==> src/rtl/lsu_axi_bridge_if.sv <==
// AXI4-Lite bus bundle between the LSU bridge (master) and the SoC
// interconnect (slave). Single-beat read (AR/R) and write (AW/W/B) channels,
// 32-bit data, ADDR_WIDTH-bit addresses.
interface lsu_axi_bridge_if #(
    parameter int ADDR_WIDTH = 32
);
    // read address / data
    logic [ADDR_WIDTH-1:0] araddr;
    logic [2:0]            arprot;
    logic                  arvalid;
    logic                  arready;
    logic [31:0]           rdata;
    logic [1:0]            rresp;
    logic                  rvalid;
    logic                  rready;
    // write address / data / response
    logic [ADDR_WIDTH-1:0] awaddr;
    logic [2:0]            awprot;
    logic                  awvalid;
    logic                  awready;
    logic [31:0]           wdata;
    logic [3:0]            wstrb;
    logic                  wvalid;
    logic                  wready;
    logic [1:0]            bresp;
    logic                  bvalid;
    logic                  bready;

    modport master (
        output araddr, arprot, arvalid, rready,
        output awaddr, awprot, awvalid, wdata, wstrb, wvalid, bready,
        input  arready, rdata, rresp, rvalid,
        input  awready, wready, bresp, bvalid
    );

    modport slave (
        input  araddr, arprot, arvalid, rready,
        input  awaddr, awprot, awvalid, wdata, wstrb, wvalid, bready,
        output arready, rdata, rresp, rvalid,
        output awready, wready, bresp, bvalid
    );
endinterface

==> src/rtl/lsu_axi_bridge.sv <==
// LSU -> AXI4-Lite master bridge. Takes one single-beat load/store from the
// LSU at a time, runs it on the AXI4-Lite bus and returns a one-cycle
// completion pulse with raw read data and an error flag.
// Ports:
//   clock, reset            rising-edge clock, async active-high reset
//   req_valid/wen/addr/
//   wdata/wmask             LSU request (sampled only while idle)
//   resp_valid/rdata/err    completion pulse, read word (0 for stores), !OKAY
//   busy                    high whenever a transaction is in flight
//   axi                     AXI4-Lite master port
// Every output comes straight from a flop: the comb block computes next
// values, the sequential block registers state and outputs together.
module lsu_axi_bridge #(
    parameter int ADDR_WIDTH = 32
) (
    input  logic                  clock,
    input  logic                  reset,
    input  logic                  req_valid,
    input  logic                  req_wen,
    input  logic [ADDR_WIDTH-1:0] req_addr,
    input  logic [31:0]           req_wdata,
    input  logic [3:0]            req_wmask,
    output logic                  resp_valid,
    output logic [31:0]           resp_rdata,
    output logic                  resp_err,
    output logic                  busy,
    lsu_axi_bridge_if.master      axi
);
    typedef enum logic [2:0] {IDLE, RD_ADDR, RD_DATA, WR, WR_RESP} state_t;

    state_t                st, st_n;
    logic [ADDR_WIDTH-1:0] araddr_r, araddr_n, awaddr_r, awaddr_n;
    logic [31:0]           wdata_r, wdata_n, rdata_r, rdata_n;
    logic [3:0]            wstrb_r, wstrb_n;
    logic                  arvalid_r, arvalid_n, rready_r, rready_n;
    logic                  awvalid_r, awvalid_n, wvalid_r, wvalid_n;
    logic                  bready_r, bready_n;
    logic                  aw_done, aw_done_n, w_done, w_done_n;
    logic                  resp_valid_n, err_r, err_n, busy_n;

    always_comb begin
        st_n         = st;
        araddr_n     = araddr_r;
        awaddr_n     = awaddr_r;
        wdata_n      = wdata_r;
        wstrb_n      = wstrb_r;
        arvalid_n    = arvalid_r;
        rready_n     = rready_r;
        awvalid_n    = awvalid_r;
        wvalid_n     = wvalid_r;
        bready_n     = bready_r;
        aw_done_n    = aw_done;
        w_done_n     = w_done;
        resp_valid_n = 1'b0;
        rdata_n      = rdata_r;
        err_n        = err_r;
        case (st)
            IDLE: if (req_valid) begin
                aw_done_n = 1'b0;
                w_done_n  = 1'b0;
                if (!req_wen) begin
                    araddr_n  = {req_addr[ADDR_WIDTH-1:2], 2'b00};
                    arvalid_n = 1'b1;
                    st_n      = RD_ADDR;
                end else begin
                    awaddr_n  = {req_addr[ADDR_WIDTH-1:2], 2'b00};
                    wdata_n   = req_wdata;
                    wstrb_n   = req_wmask;
                    awvalid_n = 1'b1;
                    wvalid_n  = 1'b1;
                    st_n      = WR;
                end
            end
            RD_ADDR: if (axi.arready) begin
                arvalid_n = 1'b0;
                rready_n  = 1'b1;
                st_n      = RD_DATA;
            end
            RD_DATA: if (axi.rvalid) begin
                rready_n     = 1'b0;
                resp_valid_n = 1'b1;
                rdata_n      = axi.rdata;
                err_n        = (axi.rresp != 2'b00);
                st_n         = IDLE;
            end
            WR: begin
                // AW and W complete independently; a channel's valid drops
                // right after its own handshake, the other keeps waiting.
                if (awvalid_r && axi.awready) begin
                    awvalid_n = 1'b0;
                    aw_done_n = 1'b1;
                end
                if (wvalid_r && axi.wready) begin
                    wvalid_n = 1'b0;
                    w_done_n = 1'b1;
                end
                if (aw_done_n && w_done_n) begin
                    bready_n = 1'b1;
                    st_n     = WR_RESP;
                end
            end
            WR_RESP: if (axi.bvalid) begin
                bready_n     = 1'b0;
                resp_valid_n = 1'b1;
                rdata_n      = 32'h0;
                err_n        = (axi.bresp != 2'b00);
                st_n         = IDLE;
            end
            default: st_n = IDLE;
        endcase
        // registered busy drops on the resp_valid cycle
        busy_n = (st_n != IDLE);
    end

    always_ff @(posedge clock or posedge reset) begin
        if (reset) begin
            st         <= IDLE;
            araddr_r   <= '0;
            awaddr_r   <= '0;
            wdata_r    <= '0;
            wstrb_r    <= '0;
            arvalid_r  <= 1'b0;
            rready_r   <= 1'b0;
            awvalid_r  <= 1'b0;
            wvalid_r   <= 1'b0;
            bready_r   <= 1'b0;
            aw_done    <= 1'b0;
            w_done     <= 1'b0;
            resp_valid <= 1'b0;
            rdata_r    <= '0;
            err_r      <= 1'b0;
            busy       <= 1'b0;
        end else begin
            st         <= st_n;
            araddr_r   <= araddr_n;
            awaddr_r   <= awaddr_n;
            wdata_r    <= wdata_n;
            wstrb_r    <= wstrb_n;
            arvalid_r  <= arvalid_n;
            rready_r   <= rready_n;
            awvalid_r  <= awvalid_n;
            wvalid_r   <= wvalid_n;
            bready_r   <= bready_n;
            aw_done    <= aw_done_n;
            w_done     <= w_done_n;
            resp_valid <= resp_valid_n;
            rdata_r    <= rdata_n;
            err_r      <= err_n;
            busy       <= busy_n;
        end
    end

    assign resp_rdata  = rdata_r;
    assign resp_err    = err_r;
    assign axi.araddr  = araddr_r;
    assign axi.arprot  = 3'b000;
    assign axi.arvalid = arvalid_r;
    assign axi.rready  = rready_r;
    assign axi.awaddr  = awaddr_r;
    assign axi.awprot  = 3'b000;
    assign axi.awvalid = awvalid_r;
    assign axi.wdata   = wdata_r;
    assign axi.wstrb   = wstrb_r;
    assign axi.wvalid  = wvalid_r;
    assign axi.bready  = bready_r;
endmodule
==> src/flat_wrapper.sv <==
// flat-port wrapper written by rule: the top's interface ports become plain ports
module lsu_axi_bridge_flat 
#(
    parameter int ADDR_WIDTH = 32
)
  (clock, reset, req_valid, req_wen, req_addr, req_wdata, req_wmask, resp_valid, resp_rdata, resp_err, busy, axi_araddr, axi_arprot, axi_arvalid, axi_rready, axi_awaddr, axi_awprot, axi_awvalid, axi_wdata, axi_wstrb, axi_wvalid, axi_bready, axi_arready, axi_rdata, axi_rresp, axi_rvalid, axi_awready, axi_wready, axi_bresp, axi_bvalid);
  lsu_axi_bridge_if #(.ADDR_WIDTH(ADDR_WIDTH)) axi_i ();
  input  logic clock;
  input  logic reset;
  input  logic req_valid;
  input  logic req_wen;
  input  logic [ADDR_WIDTH-1:0] req_addr;
  input  logic [31:0] req_wdata;
  input  logic [3:0] req_wmask;
  output logic resp_valid;
  output logic [31:0] resp_rdata;
  output logic resp_err;
  output logic busy;
  output wire logic [$bits(axi_i.araddr)-1:0] axi_araddr;
  output wire logic [$bits(axi_i.arprot)-1:0] axi_arprot;
  output wire logic [$bits(axi_i.arvalid)-1:0] axi_arvalid;
  output wire logic [$bits(axi_i.rready)-1:0] axi_rready;
  output wire logic [$bits(axi_i.awaddr)-1:0] axi_awaddr;
  output wire logic [$bits(axi_i.awprot)-1:0] axi_awprot;
  output wire logic [$bits(axi_i.awvalid)-1:0] axi_awvalid;
  output wire logic [$bits(axi_i.wdata)-1:0] axi_wdata;
  output wire logic [$bits(axi_i.wstrb)-1:0] axi_wstrb;
  output wire logic [$bits(axi_i.wvalid)-1:0] axi_wvalid;
  output wire logic [$bits(axi_i.bready)-1:0] axi_bready;
  input wire logic [$bits(axi_i.arready)-1:0] axi_arready;
  input wire logic [$bits(axi_i.rdata)-1:0] axi_rdata;
  input wire logic [$bits(axi_i.rresp)-1:0] axi_rresp;
  input wire logic [$bits(axi_i.rvalid)-1:0] axi_rvalid;
  input wire logic [$bits(axi_i.awready)-1:0] axi_awready;
  input wire logic [$bits(axi_i.wready)-1:0] axi_wready;
  input wire logic [$bits(axi_i.bresp)-1:0] axi_bresp;
  input wire logic [$bits(axi_i.bvalid)-1:0] axi_bvalid;
  assign axi_araddr = axi_i.araddr;
  assign axi_arprot = axi_i.arprot;
  assign axi_arvalid = axi_i.arvalid;
  assign axi_rready = axi_i.rready;
  assign axi_awaddr = axi_i.awaddr;
  assign axi_awprot = axi_i.awprot;
  assign axi_awvalid = axi_i.awvalid;
  assign axi_wdata = axi_i.wdata;
  assign axi_wstrb = axi_i.wstrb;
  assign axi_wvalid = axi_i.wvalid;
  assign axi_bready = axi_i.bready;
  assign axi_i.arready = axi_arready;
  assign axi_i.rdata = axi_rdata;
  assign axi_i.rresp = axi_rresp;
  assign axi_i.rvalid = axi_rvalid;
  assign axi_i.awready = axi_awready;
  assign axi_i.wready = axi_wready;
  assign axi_i.bresp = axi_bresp;
  assign axi_i.bvalid = axi_bvalid;
  lsu_axi_bridge #(.ADDR_WIDTH(ADDR_WIDTH)) u_core (.clock(clock), .reset(reset), .req_valid(req_valid), .req_wen(req_wen), .req_addr(req_addr), .req_wdata(req_wdata), .req_wmask(req_wmask), .resp_valid(resp_valid), .resp_rdata(resp_rdata), .resp_err(resp_err), .busy(busy), .axi(axi_i));
endmodule
==> config.mk <==
export PLATFORM = sky130hd
export DESIGN_NAME = lsu_axi_bridge_flat
export DESIGN_NICKNAME = d
export VERILOG_FILES = /design/src/rtl/lsu_axi_bridge_if.sv /design/src/rtl/lsu_axi_bridge.sv /design/src/flat_wrapper.sv
export SDC_FILE = /design/constraint.sdc
export NUM_CORES = 1
export LEC_CHECK = 0
export BUFFER_PORTS_ARGS = -buffer_cell sky130_fd_sc_hd__buf_2
export CAP_MARGIN = 20
export CORE_UTILIZATION = 30
export DETAILED_ROUTE_END_ITERATION = 10
export PLACE_DENSITY = 0.53
export SYNTH_ARGS = -nofsm -noshare
export SYNTH_HDL_FRONTEND = slang
export SYNTH_SLANG_ARGS = --single-unit
==> constraint.sdc <==
create_clock -name clock -period 13.6 [get_ports clock]
set_clock_uncertainty 0.2 [all_clocks]
set_input_delay 2.72 -clock clock [delete_from_list [all_inputs] [get_ports clock]]
set_output_delay 2.72 -clock clock [all_outputs]
set_load 0.01 [all_outputs]
==> results.toml <==
[yosys]
postSynth.topFlopCell = "dfrtp_1"
synthAdderAreaFrac_pct = 0
netlist_instances = 351
synthArstFlopShare_pct = 100
yosysUniqueCellTypes = 30
netlist.area_leader.share_pct = 65.3
synth-seq-cells = 141
synth-edff-count = 0
synth_largest_area_cell = "dfrtp_1"
dominant_combinational_cell_family_by_area_after_synthesis = "multiplexers"
synth_compound_gate_area_share_pct = 7.69
share_of_synthesized_area_spent_on_multiplexers_pct = 20.4
yosys-top-cells-area = "dfrtp_1 65%, mux2_2 14%, mux2_1 6.0%, a22o_1 5.3%, buf_4 1.4%"
synth.cell_area_um2 = 5410
synth_warnings = 0
synth-simple-area-share_pct = 2.69
seq_total_area_yosys_pct = 65.3
xor_and_xnor_area_share_after_synthesis_pct = 0
synth_area_per_cell_um2 = 15.4

[sta]
setup_tns_ps = 0
max_freq_mhz = 228
slew_viol_final = 0
timing_worst_slew_pin_value_ps = 1050
hold_viol_final = 0
rsz0062_at_grt = "false"
final.period_utilization_pct = 32.3
final_period_demand_of_the_worst_path_ps = 4390
max-slew-margin-rel_pct = 30.3
setup-violations-final = 0

[die]
chipHeight_um = 136
boundaryPins = 259
floorplan.initialDensity_pct = 31.0
core_region_area_um2 = 17400
die_width_um = 136
dieArea_um2 = 18600
rows = 48

[min_path]
timing.hold.worst.class = "reg -> reg"

[critical_path]
critical_path.max_fanout = 31
crit_path_end_kind = "flip-flop"
startpoint_type = "input port"
worst_ep_arrival_time_ps = 4470
required_ps = 13680
rrSetupSlack_ps = 10930
worstSetupPathType = "in -> reg"

[drt]
route.antenna.remaining_nets = 0
drc_errors = 0
drt-pass1-iter-count = 4
drtIter0Drc = 117
viasPerCell = 4.48
routed_wire_length_per_instance_um = 14.9
via_count = 3739
route.final.wire_length_mm = 12.4

[clocking]
clock_pin_slew_reported_for_the_worst_setup_and_hold_paths_after_clock_tree_synthesis_ps = 60
cts_resized = 0
postCtsHoldBufs = 0
clock_tree_from_tritoncts = "yes"
worst_skew_pair_latency_ps = 410
h-tree-depth = 4
cts_post_setup_buffers_inserted = 0
cts-buffers-inserted = 17
cts_max_path_buffers = 2
clock_tree.root_cell = "clkbuf_16"
clock-sinks = 141

[place]
post_dp_cell_area_um2 = 6800
buffer_ports.inserted = 246
place_congestion = 0.716
dp.final_hpwl_mm = 8.88

[final_layout]
finish.net_count = 710
n_antenna_cell = 0
final_core_util_pct = 42.9
finish.instance_area_um2 = 7460
share_of_cells_above_drive_strength_1_pct = 58.0
synthToLayoutAreaGrowth_pct = 38.1

[status]
run_status = "finished clean"

[global_route]
grt_use_total_pct = 14.1
antenna_violations_before_repair = 2
pin_count_of_the_biggest_net_entering_global_routing = 87
grt_pass1_vias = 3867
grt_pass1_wl_mm = 19.9
grt_overflow = 0

[power_and_ir_drop]
cellPowerDensity_nw_per_um2 = 252
peakVddDrop_v = 0.0000963
p_leak_nw = 3.73

[job]
drv_cap = 0
-- worst paths after layout --
path                                  startpoint               endpoint  cells past startpoint
setup / recovery                       req_valid  u_core.axi.araddr[19]                      4
hold / removal             u_core.axi.araddr[29]  u_core.axi.araddr[29]                      1
setup reg to reg                    u_core.st[0]  u_core.axi.araddr[19]                      3
hold reg to reg            u_core.axi.araddr[29]  u_core.axi.araddr[29]                      1
max in group asynchronous                  reset  u_core.axi.awaddr[21]                      3
min in group asynchronous                  reset  u_core.axi.araddr[28]                      2
-- cell families after synthesis --
group	Yosys count
other	1
DFF	141
AOI/OAI and AO/OA	52
muxes	98
buffers and inverters	36
and+or+nand+nor	23
-- cells in the mapped netlist (all sizes together), types with 2 or more instances --
| cell | number |
|---|---|
| dfrtp | 141 |
| mux2 | 97 |
| a22o | 33 |
| buf | 25 |
| o21ai | 7 |
| inv | 6 |
| nand2 | 6 |
| nor2 | 6 |
| clkbuf | 5 |
| a21o | 4 |
| nand3b | 4 |
| a21oi | 2 |
| nand2b | 2 |
-- state kept, by name (all words and copies together) (netlist names), 3 cells and up --
signal,cells
u_core.axi.awaddr,30
u_core.axi.wstrb,4
u_core.axi.wdata,32
u_core.resp_rdata,32
u_core.axi.araddr,30
u_core.st,3
-- report_power, final --
group	switching (W)	leakage (nW)	internal, W	total [W]
clock	0.000175	0.318	0.000337	0.000512
sequential	0.000110	1.70	0.000626	0.000737
combinational	0.000308	1.72	0.000325	0.000633
-- through the flow --
step           hold WS, ps  setup slack [ps]  instances  total power (W)
4_1_cts                283              9170        835          0.00191
5_1_grt                303              9060        835          0.00201
6_report               278              9210        835          0.00188
3_3_place_gp           262              8730        802          0.00137
2_1_floorplan          271              6900        360          0.00110
3_5_place_dp           271              8730        803          0.00139
-- cell usage in the layout, fill, tap and decap left out, drive strengths merged, types with 6 or more instances in the layout --
cell type,count
a22o,33
buf,248
clkbuf,20
conb,10
dfrtp,141
inv,9
mux2,97
nand2,6
nor2,6
o21ai,7
-- cell type report --
cell class,count,area (um2)
Clock buffer,20,457
Clock inverter,12,205
Fill cell,1701,9950
Inverter,6,27.5
Multi-Input combinational cell,183,1710
Sequential cell,141,3530
Tap cell,225,282
Timing Repair Buffer,248,1250
-- routing by layer --
layer | up-vias | routed length [um] | track usage (%)
li1 | 1733 | - | -
met5 | - | 23 | 0
met2 | 161 | 5850 | 21.9
met3 | 16 | 984 | 4.66
met1 | 1825 | 5400 | 17.8
met4 | 4 | 189 | 5.93
-- critical path, cell delays in order --
cell	delay [ps]
buf_2	100
or4b_4	490
nor2_4	750
mux2_1	400
(Power assumes the default switching activity.)
